==> src/rtl/jtframe_sdram_pkg.sv <==
// ---------------------------------------------------------------------------
// jtframe_sdram_pkg
// Shared definitions for the 64-bit SDRAM controller refresh scheduler.
//   CMD_*          : SDRAM command encodings as {/CS,/RAS,/CAS,/WE}
//   rfsh_state_t   : refresh scheduler FSM states
//   max2()         : constant helper used to size the shared wait counter
// ---------------------------------------------------------------------------
package jtframe_sdram_pkg;

    localparam logic [3:0] CMD_LOAD_MODE = 4'b0000;
    localparam logic [3:0] CMD_REFRESH   = 4'b0001;
    localparam logic [3:0] CMD_PRECHARGE = 4'b0010;
    localparam logic [3:0] CMD_ACTIVE    = 4'b0011;
    localparam logic [3:0] CMD_WRITE     = 4'b0100;
    localparam logic [3:0] CMD_READ      = 4'b0101;
    localparam logic [3:0] CMD_STOP      = 4'b0110;
    localparam logic [3:0] CMD_NOP       = 4'b0111;
    localparam logic [3:0] CMD_INHIBIT   = 4'b1000;

    typedef enum logic [2:0] {
        ST_IDLE  = 3'd0,
        ST_REQ   = 3'd1,
        ST_PRE   = 3'd2,
        ST_PWAIT = 3'd3,
        ST_REF   = 3'd4,
        ST_RWAIT = 3'd5
    } rfsh_state_t;

    function automatic int max2(input int a, input int b);
        return (a > b) ? a : b;
    endfunction

endpackage

==> src/rtl/jtframe_sdram_rfsh_cnt.sv <==
// ---------------------------------------------------------------------------
// jtframe_sdram_rfsh_cnt
// Saturating refresh-credit accumulator.
//   clk, rst      : clock, asynchronous active-high reset
//   start         : credit strobe, only its rising edge adds RFSHCNT credits
//   dec           : one refresh was issued this cycle, consume one credit
//   pending       : registered credit count (saturates at PEND_MAX)
//   pend_nz_next  : credit count that will be loaded at the next edge is
//                   non-zero (lets the scheduler decide without waiting)
//   urgent        : registered (pending >= URG_TH), aligned with pending
// Optional (JTFRAME_SDRAM_RFSH_OVF_EN defined):
//   ovf           : one-cycle pulse when an add saturates (credits lost)
//   ovf_cnt       : number of such events, saturating at 255
// ---------------------------------------------------------------------------
module jtframe_sdram_rfsh_cnt
    import jtframe_sdram_pkg::*;
#(
    parameter int RFSHCNT  = 9,
    parameter int PEND_MAX = 31,
    parameter int URG_TH   = 16,
    parameter int PW       = $clog2(PEND_MAX + 1)
)(
    input  logic          clk,
    input  logic          rst,
    input  logic          start,
    input  logic          dec,
    output logic [PW-1:0] pending,
    output logic          pend_nz_next,
    output logic          urgent
`ifdef JTFRAME_SDRAM_RFSH_OVF_EN
    ,
    output logic          ovf,
    output logic [7:0]    ovf_cnt
`endif
);

    // One extra bit so that pending+RFSHCNT never wraps before the
    // saturation compare.
    localparam logic [PW:0] ADD_W = (PW + 1)'(RFSHCNT);
    localparam logic [PW:0] MAX_W = (PW + 1)'(PEND_MAX);
    localparam logic [PW:0] URG_W = (PW + 1)'(URG_TH);
    localparam logic [PW:0] ONE_W = (PW + 1)'(1);

    logic          last_start_q, last_start_d;
    logic [PW-1:0] pending_q,    pending_d;
    logic          urgent_q,     urgent_d;
    logic          add;
    logic          sat;
    logic [PW:0]   sum;

    always_comb begin
        add          = start & ~last_start_q;
        last_start_d = start;
        sum          = {1'b0, pending_q};
        if (add) begin
            sum = sum + ADD_W;
        end
        // The scheduler never refreshes with zero credits, but guard the
        // subtraction so a stray dec can not wrap the counter.
        if (dec && (pending_q != '0)) begin
            sum = sum - ONE_W;
        end
        sat       = (sum > MAX_W);
        pending_d = sat ? MAX_W[PW-1:0] : sum[PW-1:0];
        // Compare against the next value so urgent lines up with pending.
        urgent_d  = ({1'b0, pending_d} >= URG_W);
    end

    always_ff @(posedge clk or posedge rst) begin
        if (rst) begin
            last_start_q <= 1'b0;
            pending_q    <= '0;
            urgent_q     <= 1'b0;
        end else begin
            last_start_q <= last_start_d;
            pending_q    <= pending_d;
            urgent_q     <= urgent_d;
        end
    end

    assign pending      = pending_q;
    assign pend_nz_next = (pending_d != '0);
    assign urgent       = urgent_q;

`ifdef JTFRAME_SDRAM_RFSH_OVF_EN
    logic       ovf_q,     ovf_d;
    logic [7:0] ovf_cnt_q, ovf_cnt_d;

    always_comb begin
        // Only an add can push the sum past PEND_MAX.
        ovf_d     = add & sat;
        ovf_cnt_d = ovf_cnt_q;
        if (ovf_d && (ovf_cnt_q != 8'hFF)) begin
            ovf_cnt_d = ovf_cnt_q + 8'd1;
        end
    end

    always_ff @(posedge clk or posedge rst) begin
        if (rst) begin
            ovf_q     <= 1'b0;
            ovf_cnt_q <= 8'd0;
        end else begin
            ovf_q     <= ovf_d;
            ovf_cnt_q <= ovf_cnt_d;
        end
    end

    assign ovf     = ovf_q;
    assign ovf_cnt = ovf_cnt_q;
`endif

endmodule

==> src/rtl/jtframe_sdram64_rfsh_sched.sv <==
// ---------------------------------------------------------------------------
// jtframe_sdram64_rfsh_sched
// SDRAM refresh scheduler living beside the 64-bit SDRAM controller.
// Credits accumulate on each start edge; when there are credits and the
// controller is idle (or credits are urgent) the bus is requested with br.
// After bg it owns the command bus (rfshing=1), issues PRECHARGE-all, waits
// TRP, then up to BATCH REFRESH commands spaced TRFC apart, and releases.
//   clk, rst  : clock, asynchronous active-high reset
//   start     : credit strobe (edge detected)
//   idle      : controller has no pending access
//   br / bg   : bus request / bus grant (bg pulse or level)
//   rfshing   : scheduler drives cmd / sdram_a
//   urgent    : pending >= URG_TH
//   cmd       : registered {/CS,/RAS,/CAS,/WE}
//   sdram_a   : constant address with A10=1 (precharge all banks)
//   pending   : current credit count
// Optional build macro JTFRAME_SDRAM_RFSH_OVF_EN adds:
//   ovf       : pulse when credits are lost to saturation
//   ovf_cnt   : saturating count of those events
// ---------------------------------------------------------------------------
module jtframe_sdram64_rfsh_sched
    import jtframe_sdram_pkg::*;
#(
    parameter int AW       = 13,
    parameter int RFSHCNT  = 9,
    parameter int PEND_MAX = 31,
    parameter int URG_TH   = 16,
    parameter int BATCH    = 4,
    parameter int TRP      = 2,
    parameter int TRFC     = 7,
    localparam int PW      = $clog2(PEND_MAX + 1)
)(
    input  logic          clk,
    input  logic          rst,
    input  logic          start,
    input  logic          idle,
    output logic          br,
    input  logic          bg,
    output logic          rfshing,
    output logic          urgent,
    output logic [3:0]    cmd,
    output logic [AW-1:0] sdram_a,
    output logic [PW-1:0] pending
`ifdef JTFRAME_SDRAM_RFSH_OVF_EN
    ,
    output logic          ovf,
    output logic [7:0]    ovf_cnt
`endif
);

    // One down-counter serves both the tRP and the tRFC waits.
    localparam int           WW      = $clog2(max2(TRP, TRFC) + 1);
    localparam logic [WW-1:0] TRP_LD  = WW'(TRP - 1);
    localparam logic [WW-1:0] TRFC_LD = WW'(TRFC - 1);
    localparam logic [WW-1:0] W_ONE   = WW'(1);
    localparam logic [3:0]    BATCH_L = 4'(BATCH);
    localparam logic [AW-1:0] A_PALL  = AW'(1) << 10;

    rfsh_state_t   state_q,   state_d;
    logic [WW-1:0] wcnt_q,    wcnt_d;
    logic [3:0]    batch_q,   batch_d;
    logic          br_q,      br_d;
    logic          rfshing_q, rfshing_d;
    logic [3:0]    cmd_q,     cmd_d;

    logic          dec;
    logic          pend_nz_next;
    logic [PW-1:0] pending_w;
    logic          urgent_w;

    // A credit is consumed in the cycle REFRESH is on the bus.
    assign dec = (state_q == ST_REF);

    jtframe_sdram_rfsh_cnt #(
        .RFSHCNT  (RFSHCNT),
        .PEND_MAX (PEND_MAX),
        .URG_TH   (URG_TH),
        .PW       (PW)
    ) u_cnt (
        .clk          (clk),
        .rst          (rst),
        .start        (start),
        .dec          (dec),
        .pending      (pending_w),
        .pend_nz_next (pend_nz_next),
        .urgent       (urgent_w)
`ifdef JTFRAME_SDRAM_RFSH_OVF_EN
        ,
        .ovf          (ovf),
        .ovf_cnt      (ovf_cnt)
`endif
    );

    // State register
    always_ff @(posedge clk or posedge rst) begin
        if (rst) begin
            state_q   <= ST_IDLE;
            wcnt_q    <= '0;
            batch_q   <= '0;
            br_q      <= 1'b0;
            rfshing_q <= 1'b0;
            cmd_q     <= CMD_NOP;
        end else begin
            state_q   <= state_d;
            wcnt_q    <= wcnt_d;
            batch_q   <= batch_d;
            br_q      <= br_d;
            rfshing_q <= rfshing_d;
            cmd_q     <= cmd_d;
        end
    end

    // Next-state logic
    always_comb begin
        state_d = state_q;
        wcnt_d  = wcnt_q;
        batch_d = batch_q;
        unique case (state_q)
            ST_IDLE: begin
                if ((pending_w != '0) && (idle || urgent_w)) begin
                    state_d = ST_REQ;
                end
            end
            ST_REQ: begin
                // br stays up until granted, regardless of idle.
                if (bg) begin
                    state_d = ST_PRE;
                end
            end
            ST_PRE: begin
                wcnt_d  = TRP_LD;
                state_d = (TRP == 1) ? ST_REF : ST_PWAIT;
            end
            ST_PWAIT: begin
                wcnt_d = wcnt_q - W_ONE;
                if (wcnt_q == W_ONE) begin
                    state_d = ST_REF;
                end
            end
            ST_REF: begin
                batch_d = batch_q + 4'd1;
                wcnt_d  = TRFC_LD;
                if (TRFC == 1) begin
                    // No RWAIT cycle: decide now using the post-decrement
                    // credit count.
                    if (((batch_q + 4'd1) < BATCH_L) && pend_nz_next) begin
                        state_d = ST_REF;
                    end else begin
                        state_d = ST_IDLE;
                        batch_d = '0;
                    end
                end else begin
                    state_d = ST_RWAIT;
                end
            end
            ST_RWAIT: begin
                wcnt_d = wcnt_q - W_ONE;
                if (wcnt_q == W_ONE) begin
                    if ((batch_q < BATCH_L) && (pending_w != '0)) begin
                        state_d = ST_REF;
                    end else begin
                        state_d = ST_IDLE;
                        batch_d = '0;
                    end
                end
            end
            default: begin
                state_d = ST_IDLE;
                batch_d = '0;
            end
        endcase
    end

    // Output logic: decoded from the next state so the registered outputs
    // line up with the state they belong to (bg -> PRECHARGE in one cycle).
    always_comb begin
        br_d      = (state_d == ST_REQ);
        rfshing_d = 1'b0;
        cmd_d     = CMD_NOP;
        unique case (state_d)
            ST_PRE: begin
                rfshing_d = 1'b1;
                cmd_d     = CMD_PRECHARGE;
            end
            ST_REF: begin
                rfshing_d = 1'b1;
                cmd_d     = CMD_REFRESH;
            end
            ST_PWAIT, ST_RWAIT: begin
                rfshing_d = 1'b1;
            end
            default: begin
                rfshing_d = 1'b0;
            end
        endcase
    end

    assign br      = br_q;
    assign rfshing = rfshing_q;
    assign urgent  = urgent_w;
    assign cmd     = cmd_q;
    assign sdram_a = A_PALL;
    assign pending = pending_w;

endmodule

==> config.mk <==
export PLATFORM = sky130hd
export DESIGN_NAME = jtframe_sdram64_rfsh_sched
export DESIGN_NICKNAME = d
export VERILOG_FILES = /design/src/rtl/jtframe_sdram_pkg.sv /design/src/rtl/jtframe_sdram_rfsh_cnt.sv /design/src/rtl/jtframe_sdram64_rfsh_sched.sv
export SDC_FILE = /design/constraint.sdc
export NUM_CORES = 1
export LEC_CHECK = 0
export CAP_MARGIN = 10
export CORE_UTILIZATION = 40
export DETAILED_ROUTE_END_ITERATION = 12
export PLACE_DENSITY = 0.73
export REMOVE_ABC_BUFFERS = 1
export SLEW_MARGIN = 10
export SYNTH_ARGS = -nofsm -noshare
export SYNTH_HDL_FRONTEND = slang
export SYNTH_HIERARCHICAL = 1
export SYNTH_SLANG_ARGS = --single-unit
export TNS_END_PERCENT = 100
==> constraint.sdc <==
create_clock -name clk -period 1.87 [get_ports clk]
set_clock_uncertainty 0.1 [all_clocks]
set_input_delay 0.2805 -clock clk [delete_from_list [all_inputs] [get_ports clk]]
set_output_delay 0.2805 -clock clk [all_outputs]
set_load 0.02 [all_outputs]
==> metrics.md, run 1 <==
| Metric | Value |
|---|---|
| Design area | 0.002047 mm² |
| Final slew viol count | 0 |
| GRT Util Overall | 0.1726 |
| Grt met2 use | 0.3013 |
| DRT Wirelength | 3.570 mm |
| Delay of the slowest cell on the worst path | 0.44 ns |
| Critical register-to-register path startpoint | u_cnt/pending[0] |
| Number of vias per cell after detailed routing | 5.280 |
| Total Neg Setup Slack | -0.4709 ns |
| Part of the cycle the worst path needs | 1.063 |
| Count of mapped cells out of synthesis | 171 |
| Number of cells in the finished layout apart from fillers | 257 |
| WP data required | 1.97 ns |
| Drc violations | 0 |
| Worst Tran Pin Value | 0.5759 ns |
| Kind of cell with the highest combined delay on the critical path | simple AND/OR/NAND/NOR gates |
| Congestion Overflow GR | 0 |
| Maximum level of the CTS H-tree | 1 |
| RSZ-0062 raised after global routing | yes |
| Count of standard-cell rows | 22 |
| Wire length of the first global-routing pass | 5.623 mm |
| CTS root buffer | clkbuf_8 |
| Status | complete, but fails checks |
| Die footprint | 0.004167 mm² |
| Synthesized area | 0.001565 mm² |
| Final core utilization | 0.5508 |
| Hold buffer count at CTS | 0 |
| Number of clock sinks seen by CTS | 21 |
| Number of buffers created by CTS | 3 |
| CTS tree | done |
| Worst Path Buf+Inv | 1 |
| Worst path depth | 7 |
| Port Buf Inserts | 15 |
| Leakage power summed over all cells | 0.9305 nW |
| Via count | 1357 |
| Total instance count after detailed placement | 250 |
| Crit-path cells | inv_2 > ha_4 > nor4bb_4 > a31oi_2 > nand3b_4 > or4_4 > nand3_1 |
| Core footprint | 0.003716 mm² |
| Fraction of final layout cells with drive strength greater than 1 | 0.3014 |
| Gp weighted congestion | 0.8897 |
| Met3 layer usage reported by global route | 0.02113 |
| Via count of the first global-routing pass | 1241 |
| Violation count after the first detailed-route iteration | 97 |
| Destination of the worst register-to-register timing path | u_cnt/pending[2] |
| Setup-violating endpoint count in the final report | 5 |
| Violated checks | setup timing |
| Depth of the most critical reg-to-reg path | 7 |
| Signed area change from the synthesized netlist to the final layout | 30.78% |
| Highest-delay cell along the critical path | or4_4 |
| Path type of the worst min-delay path | in2reg |
| Sort of element at the start of the critical path | flip-flop |
| Relative max-transition margin | 0.6156 |
| Antenna viol nets, final | 0 |
| Slack of the critical path | -0.1176 ns |
| Gr busiest metal | met2 |
| I/O pin count | 30 |
| Later-pin clock latency in the skew report | 0.27 ns |
| WS Path Type | reg2reg |
| Number of nets in the finished design | 221 |
| Met1 track utilization from global routing | 0.2167 |
| Inserted Diodes | 0 |
| Synth warn | 6 |
| DP Wirelength | 2.406 mm |
| Initial core utilization | 0.4212 |
| Die height | 64.56 µm |
| Worst IR drop on VDD | 1014 µV |
| Count of endpoints failing hold in the final timing report | 0 |
| Clock-pin slew on the worst setup and hold paths | 0.08 ns |
| Kind of end point of the critical path | flip-flop |
| Post-placement worst setup slack | -0.3052 ns |
| Worst setup startpoint | u_cnt/pending[0] |
| Drt pass-1 iters | 5 |
| Termination of the worst setup path | u_cnt/pending[2] |
| Max cap viols | 0 |
| Pwr per Cell Area | 1555 mW/mm² |
| Chip width | 64.56 µm |
| Time the worst path needs with I/O delays and setup | 1.988 ns |
| Average instance area after synthesis | 9.154 µm² |
| Maximum clock rate | 503.1 MHz |
| CTS max path bufs | 2 |
| Largest net degree at the start of global routing | 30 |
| Total placed instance area | 0.001861 mm² |
| Maximum fanout along the worst path | 3 |
| Flop2flop setup slack | -0.12 ns |
| Number of antenna violations at the first check in global routing | 0 |
| Wire per inst | 13.89 µm |
| Data arrival at the endpoint of the critical path | 2.08 ns |
## how the worst min path moves through the flow
stage / slack, ns / to / start / cells after the start
final: 0.11 / u_cnt/last_start_q / start / 1
after global routing: 0.12 / u_cnt/last_start_q / start / 1
after CTS: 0.16 / u_cnt/pending[1] / rst / 2
after detailed placement: 0.46 / u_cnt/pending[0] / rst / 2
after global placement: 0.45 / u_cnt/pending[1] / rst / 2
after floorplan: -0.03 / u_cnt/last_start_q / rst / 1
## layout by cell type (no fill, tap or decap), drive strengths merged, types with 4 or more instances in the layout
cell type      instances
buf                   30
dfrtp                 18
conb                  14
nand2                 12
clkdlybuf4s50         10
inv                   10
nor2                   9
nand3                  8
nand2b                 7
a21oi                  7
ha                     6
nor2b                  5
nand3b                 5
xnor2                  5
a311oi                 4
dlymetal6s2s           4
o21ai                  4
nor4b                  4
## sequential cells by signal, indices dropped and copies added, names as in the netlist
register and count:
batch_q 4, u_cnt/last_start_q 1, state_q 3, wcnt_q 3, rfshing 1, cmd 3, br 1, u_cnt/pending 5
## per-layer routing
layer  routed length (µm)  vias to the layer above  share of wire
met5                    0                        -              0
met4                   31                        0         0.0087
met3                  115                        4          0.032
met2                 1895                       36           0.53
met1                 1528                      655           0.43
li1                     -                      662              -
## power by group
part | switching, mW | total [mW] | internal, mW | leakage, nW
registers | 0.180 | 0.809 | 0.630 | 0.236
logic | 1.01 | 2.07 | 1.05 | 0.669
clock network | 0.159 | 0.308 | 0.149 | 0.0255
## area by class of cell
class | count | area (µm²)
timing repair buffer | 45 | 391.6
inverter | 10 | 37.54
clock buffer | 3 | 41.29
fill | 353 | 1669
sequential | 21 | 531.8
multi-input combinational | 129 | 979.7
tap | 48 | 60.06
clock inverter | 1 | 5.005
## repair_timing
| item | 4_1_cts | 5_1_grt |
|---|---|---|
| endpoints found under the setup margin | 7 | 7 |
| resized for setup | 8 | 19 |
| setup buffers | 2 | 1 |
| pin swaps | 4 | 5 |
## stage by stage
step | hold WS (ns) | total power, mW
CTS | 0.1617 | 3.021
global route | 0.1209 | 3.411
floorplan | -0.02854 | 1.819
detailed placement | 0.4554 | 2.599
finish | 0.1052 | 3.184
global placement | 0.4479 | 2.561
(Power assumes the default switching activity.)
==> run 2: changes to the inputs <==
--- a/config.mk
+++ b/config.mk
@@ -6,9 +6,11 @@
 export NUM_CORES = 1
 export LEC_CHECK = 0
 export CAP_MARGIN = 10
-export CORE_UTILIZATION = 40
+export CELL_PAD_IN_SITES_DETAIL_PLACEMENT = 0
+export CELL_PAD_IN_SITES_GLOBAL_PLACEMENT = 1
+export CORE_UTILIZATION = 35
 export DETAILED_ROUTE_END_ITERATION = 12
-export PLACE_DENSITY = 0.73
+export PLACE_DENSITY = 0.82
 export REMOVE_ABC_BUFFERS = 1
 export SLEW_MARGIN = 10
 export SYNTH_ARGS = -nofsm -noshare
==> metrics.md, run 2 (synthesis results as in run 1) <==
| Metric | Value |
|---|---|
| Number of clock sinks seen by CTS | 21 (unchanged) |
| Number of vias per cell after detailed routing | 5.089 (-3.6%) |
| Violated checks | setup timing |
| Path type of the worst min-delay path | in2async |
| Worst Path Buf+Inv | 1 (unchanged) |
| Slack of the critical path | -0.1280 ns (-0.01037 ns) |
| Chip width | 68.88 µm (+6.7%) |
| Largest net degree at the start of global routing | 30 (unchanged) |
| Congestion Overflow GR | 0 (unchanged) |
| Fraction of final layout cells with drive strength greater than 1 | 0.3092 (+0.007743) |
| Net switching power figure | 1.324 mW (-2.1%) |
| Number of buffers created by CTS | 3 (unchanged) |
| Clock-pin slew on the worst setup and hold paths | 0.08 ns (about the same) |
| WS Path Type | reg2reg |
| Most frequent cells in the layout | buf_4, dfrtp_1, conb_1, clkdlybuf4s50_1, nand2_1 |
| Delay of the slowest cell on the worst path | 0.55 ns (+0.11 ns) |
| Part of the cycle the worst path needs | 1.068 (+0.005544) |
| Die height | 68.88 µm (+6.7%) |
| Drt pass-1 iters | 4 (-1) |
| Pwr per Cell Area | 1533 mW/mm² (-1.4%) |
| Count of endpoints failing hold in the final timing report | 0 (unchanged) |
| Time the worst path needs with I/O delays and setup | 1.998 ns (+0.01037 ns) |
| Total instance count after detailed placement | 247 (-1.2%) |
| Sort of element at the start of the critical path | flip-flop |
| Wire length of the first global-routing pass | 5.409 mm (-3.8%) |
| Wire per inst | 13.41 µm (-3.5%) |
| CTS max path bufs | 2 (unchanged) |
| Die footprint | 0.004744 mm² (+14%) |
| Later-pin clock latency in the skew report | 0.26 ns (about the same) |
| Area of combinational cells with multiple inputs | 982.2 µm² (+0.26%) |
| Initial core utilization | 0.3777 (-0.04349) |
| Storage cell area | 531.8 µm² (unchanged) |
| Highest-delay cell along the critical path | or4_4 |
| Post-placement worst setup slack | -0.2459 ns (+0.05930 ns) |
| I/O pin count | 30 (unchanged) |
| Count of standard-cell rows | 23 (+4.5%) |
| Number of cells in the finished layout apart from fillers | 257 (unchanged) |
| Port Buf Inserts | 15 (unchanged) |
| DRT Wirelength | 3.446 mm (-3.5%) |
| Power, Total | 3.100 mW (-2.6%) |
| WP data required | 1.97 ns (about the same) |
| Clock share of power | 0.098 (about the same) |
| Total Neg Setup Slack | -0.4609 ns (+0.01004 ns) |
| Core footprint | 0.004144 mm² (+12%) |
| Crit-path cells | buf_4 > ha_2 > a21oi_2 > nor2_2 > xor2_2 > or4_4 > nand3_1 |
| Net switching fraction of the power | 0.4271 (+0.002319) |
| Drc violations | 0 (unchanged) |
| Leakage power summed over all cells | 0.8912 nW (-4.2%) |
| Kind of cell with the highest combined delay on the critical path | simple AND/OR/NAND/NOR gates |
| GRT Util Overall | 0.1559 (-0.01663) |
| Maximum level of the CTS H-tree | 1 (unchanged) |
| Violation count after the first detailed-route iteration | 65 (-33%) |
| Maximum clock rate | 500.5 MHz (-0.52%) |
| Final slew viol count | 0 (unchanged) |
| Via count of the first global-routing pass | 1180 (-4.9%) |
| Status | complete, but fails checks |
| Maximum fanout along the worst path | 4 (+1) |
| Via count | 1308 (-3.6%) |
| Number of antenna violations at the first check in global routing | 0 (unchanged) |
| Gp weighted congestion | 0.8345 (-6.2%) |
| Data arrival at the endpoint of the critical path | 2.09 ns (about the same) |
| Max cap viols | 0 (unchanged) |
| Kind of end point of the critical path | flip-flop |
| Most common cell after layout, fill and taps aside | buf_4 |
| DP Wirelength | 2.396 mm (-0.42%) |
| Number of flip-flops under the largest register name | 5 (unchanged) |
| Setup-violating endpoint count in the final report | 5 (unchanged) |
| Worst IR drop on VDD | 857.2 µV (-15%) |
| Design area | 0.002022 mm² (-1.2%) |
| Inserted Diodes | 0 (unchanged) |
| Number of nets in the finished design | 219 (-0.90%) |
| Share of power burned in combinational logic | 0.648 (about the same) |
| CTS tree | done |
| Internal power summed over all cells | 1.776 mW (-3.0%) |
| CTS root buffer | clkbuf_8 |
| Fill count | 417 (+18%) |
| Total placed instance area | 0.001826 mm² (-1.9%) |
| Signed area change from the synthesized netlist to the final layout | 29.18% |
| Fraction of power consumed by sequential logic | 0.254 (about the same) |
| RSZ-0062 raised after global routing | yes |
| Antenna viol nets, final | 0 (unchanged) |
| Hold buffer count at CTS | 0 (unchanged) |
-- run 2: final cells by class --
type,count,share of cell area
Multi-Input combinational cell,129,0.4858
Inverter,10,0.01856
Sequential cell,21,0.2630
Clock inverter,1,0.002475
Tap cell,50,0.03094
Clock buffer,3,0.02042
Timing Repair Buffer,43,0.1788
-- run 2: path summary, 6_finish.rpt --
kind | startpoint | end | slack (ns) | depth (start not counted)
min in group clk | batch_q[3] | batch_q[3] | 0.46 | 2
min | rst | u_cnt/last_start_q | 0.18 | 2
max reg2reg | u_cnt/pending[0] | u_cnt/pending[1] | -0.13 | 7
max in group asynchronous | rst | cmd[0] | 1.17 | 3
max | u_cnt/pending[0] | u_cnt/pending[1] | -0.13 | 7
min reg2reg | batch_q[3] | batch_q[3] | 0.46 | 2
-- run 2: timing repair --
item / in CTS / in global routing
setup endpoints to repair: 4 / 10
setup buffers: 6 / 0
pin swaps: 3 / 5
gates resized for setup: 9 / 15
-- run 2: per-stage QoR --
stage               hold WS, ns  utilization
finish                   0.1776       0.4879
global route             0.1982       0.4879
CTS                      0.1789       0.4716
detailed placement       0.4530       0.4405
global placement         0.4444       0.4405
floorplan              -0.02854            -
-- run 2: power groups by stage --
stage	clock [mW]	sequential, mW	combinational [mW]
4_1_cts	0.315	0.777	1.89
2_1_floorplan	0	0.949	0.870
6_report	0.303	0.788	2.01
3_3_place_gp	0	0.779	1.71
3_5_place_dp	0	0.784	1.72
5_1_grt	0.327	0.811	2.21
-- run 2: per-layer routing --
metal / share of wire / vias up / global-route usage
met5: 0 / - / 0
met3: 0.040 / 4 / 0.03618
met1: 0.48 / 619 / 0.2028
li1: - / 655 / -
met2: 0.47 / 30 / 0.2549
met4: 0.013 / 0 / 0.04592
==> run 3: changes to the inputs <==
--- a/config.mk
+++ b/config.mk
@@ -5,7 +5,6 @@
 export SDC_FILE = /design/constraint.sdc
 export NUM_CORES = 1
 export LEC_CHECK = 0
-export CAP_MARGIN = 10
 export CELL_PAD_IN_SITES_DETAIL_PLACEMENT = 0
 export CELL_PAD_IN_SITES_GLOBAL_PLACEMENT = 1
 export CORE_UTILIZATION = 35
==> results of run 3 <==
Final layout, timing and power as in run 2 (identical DEF).
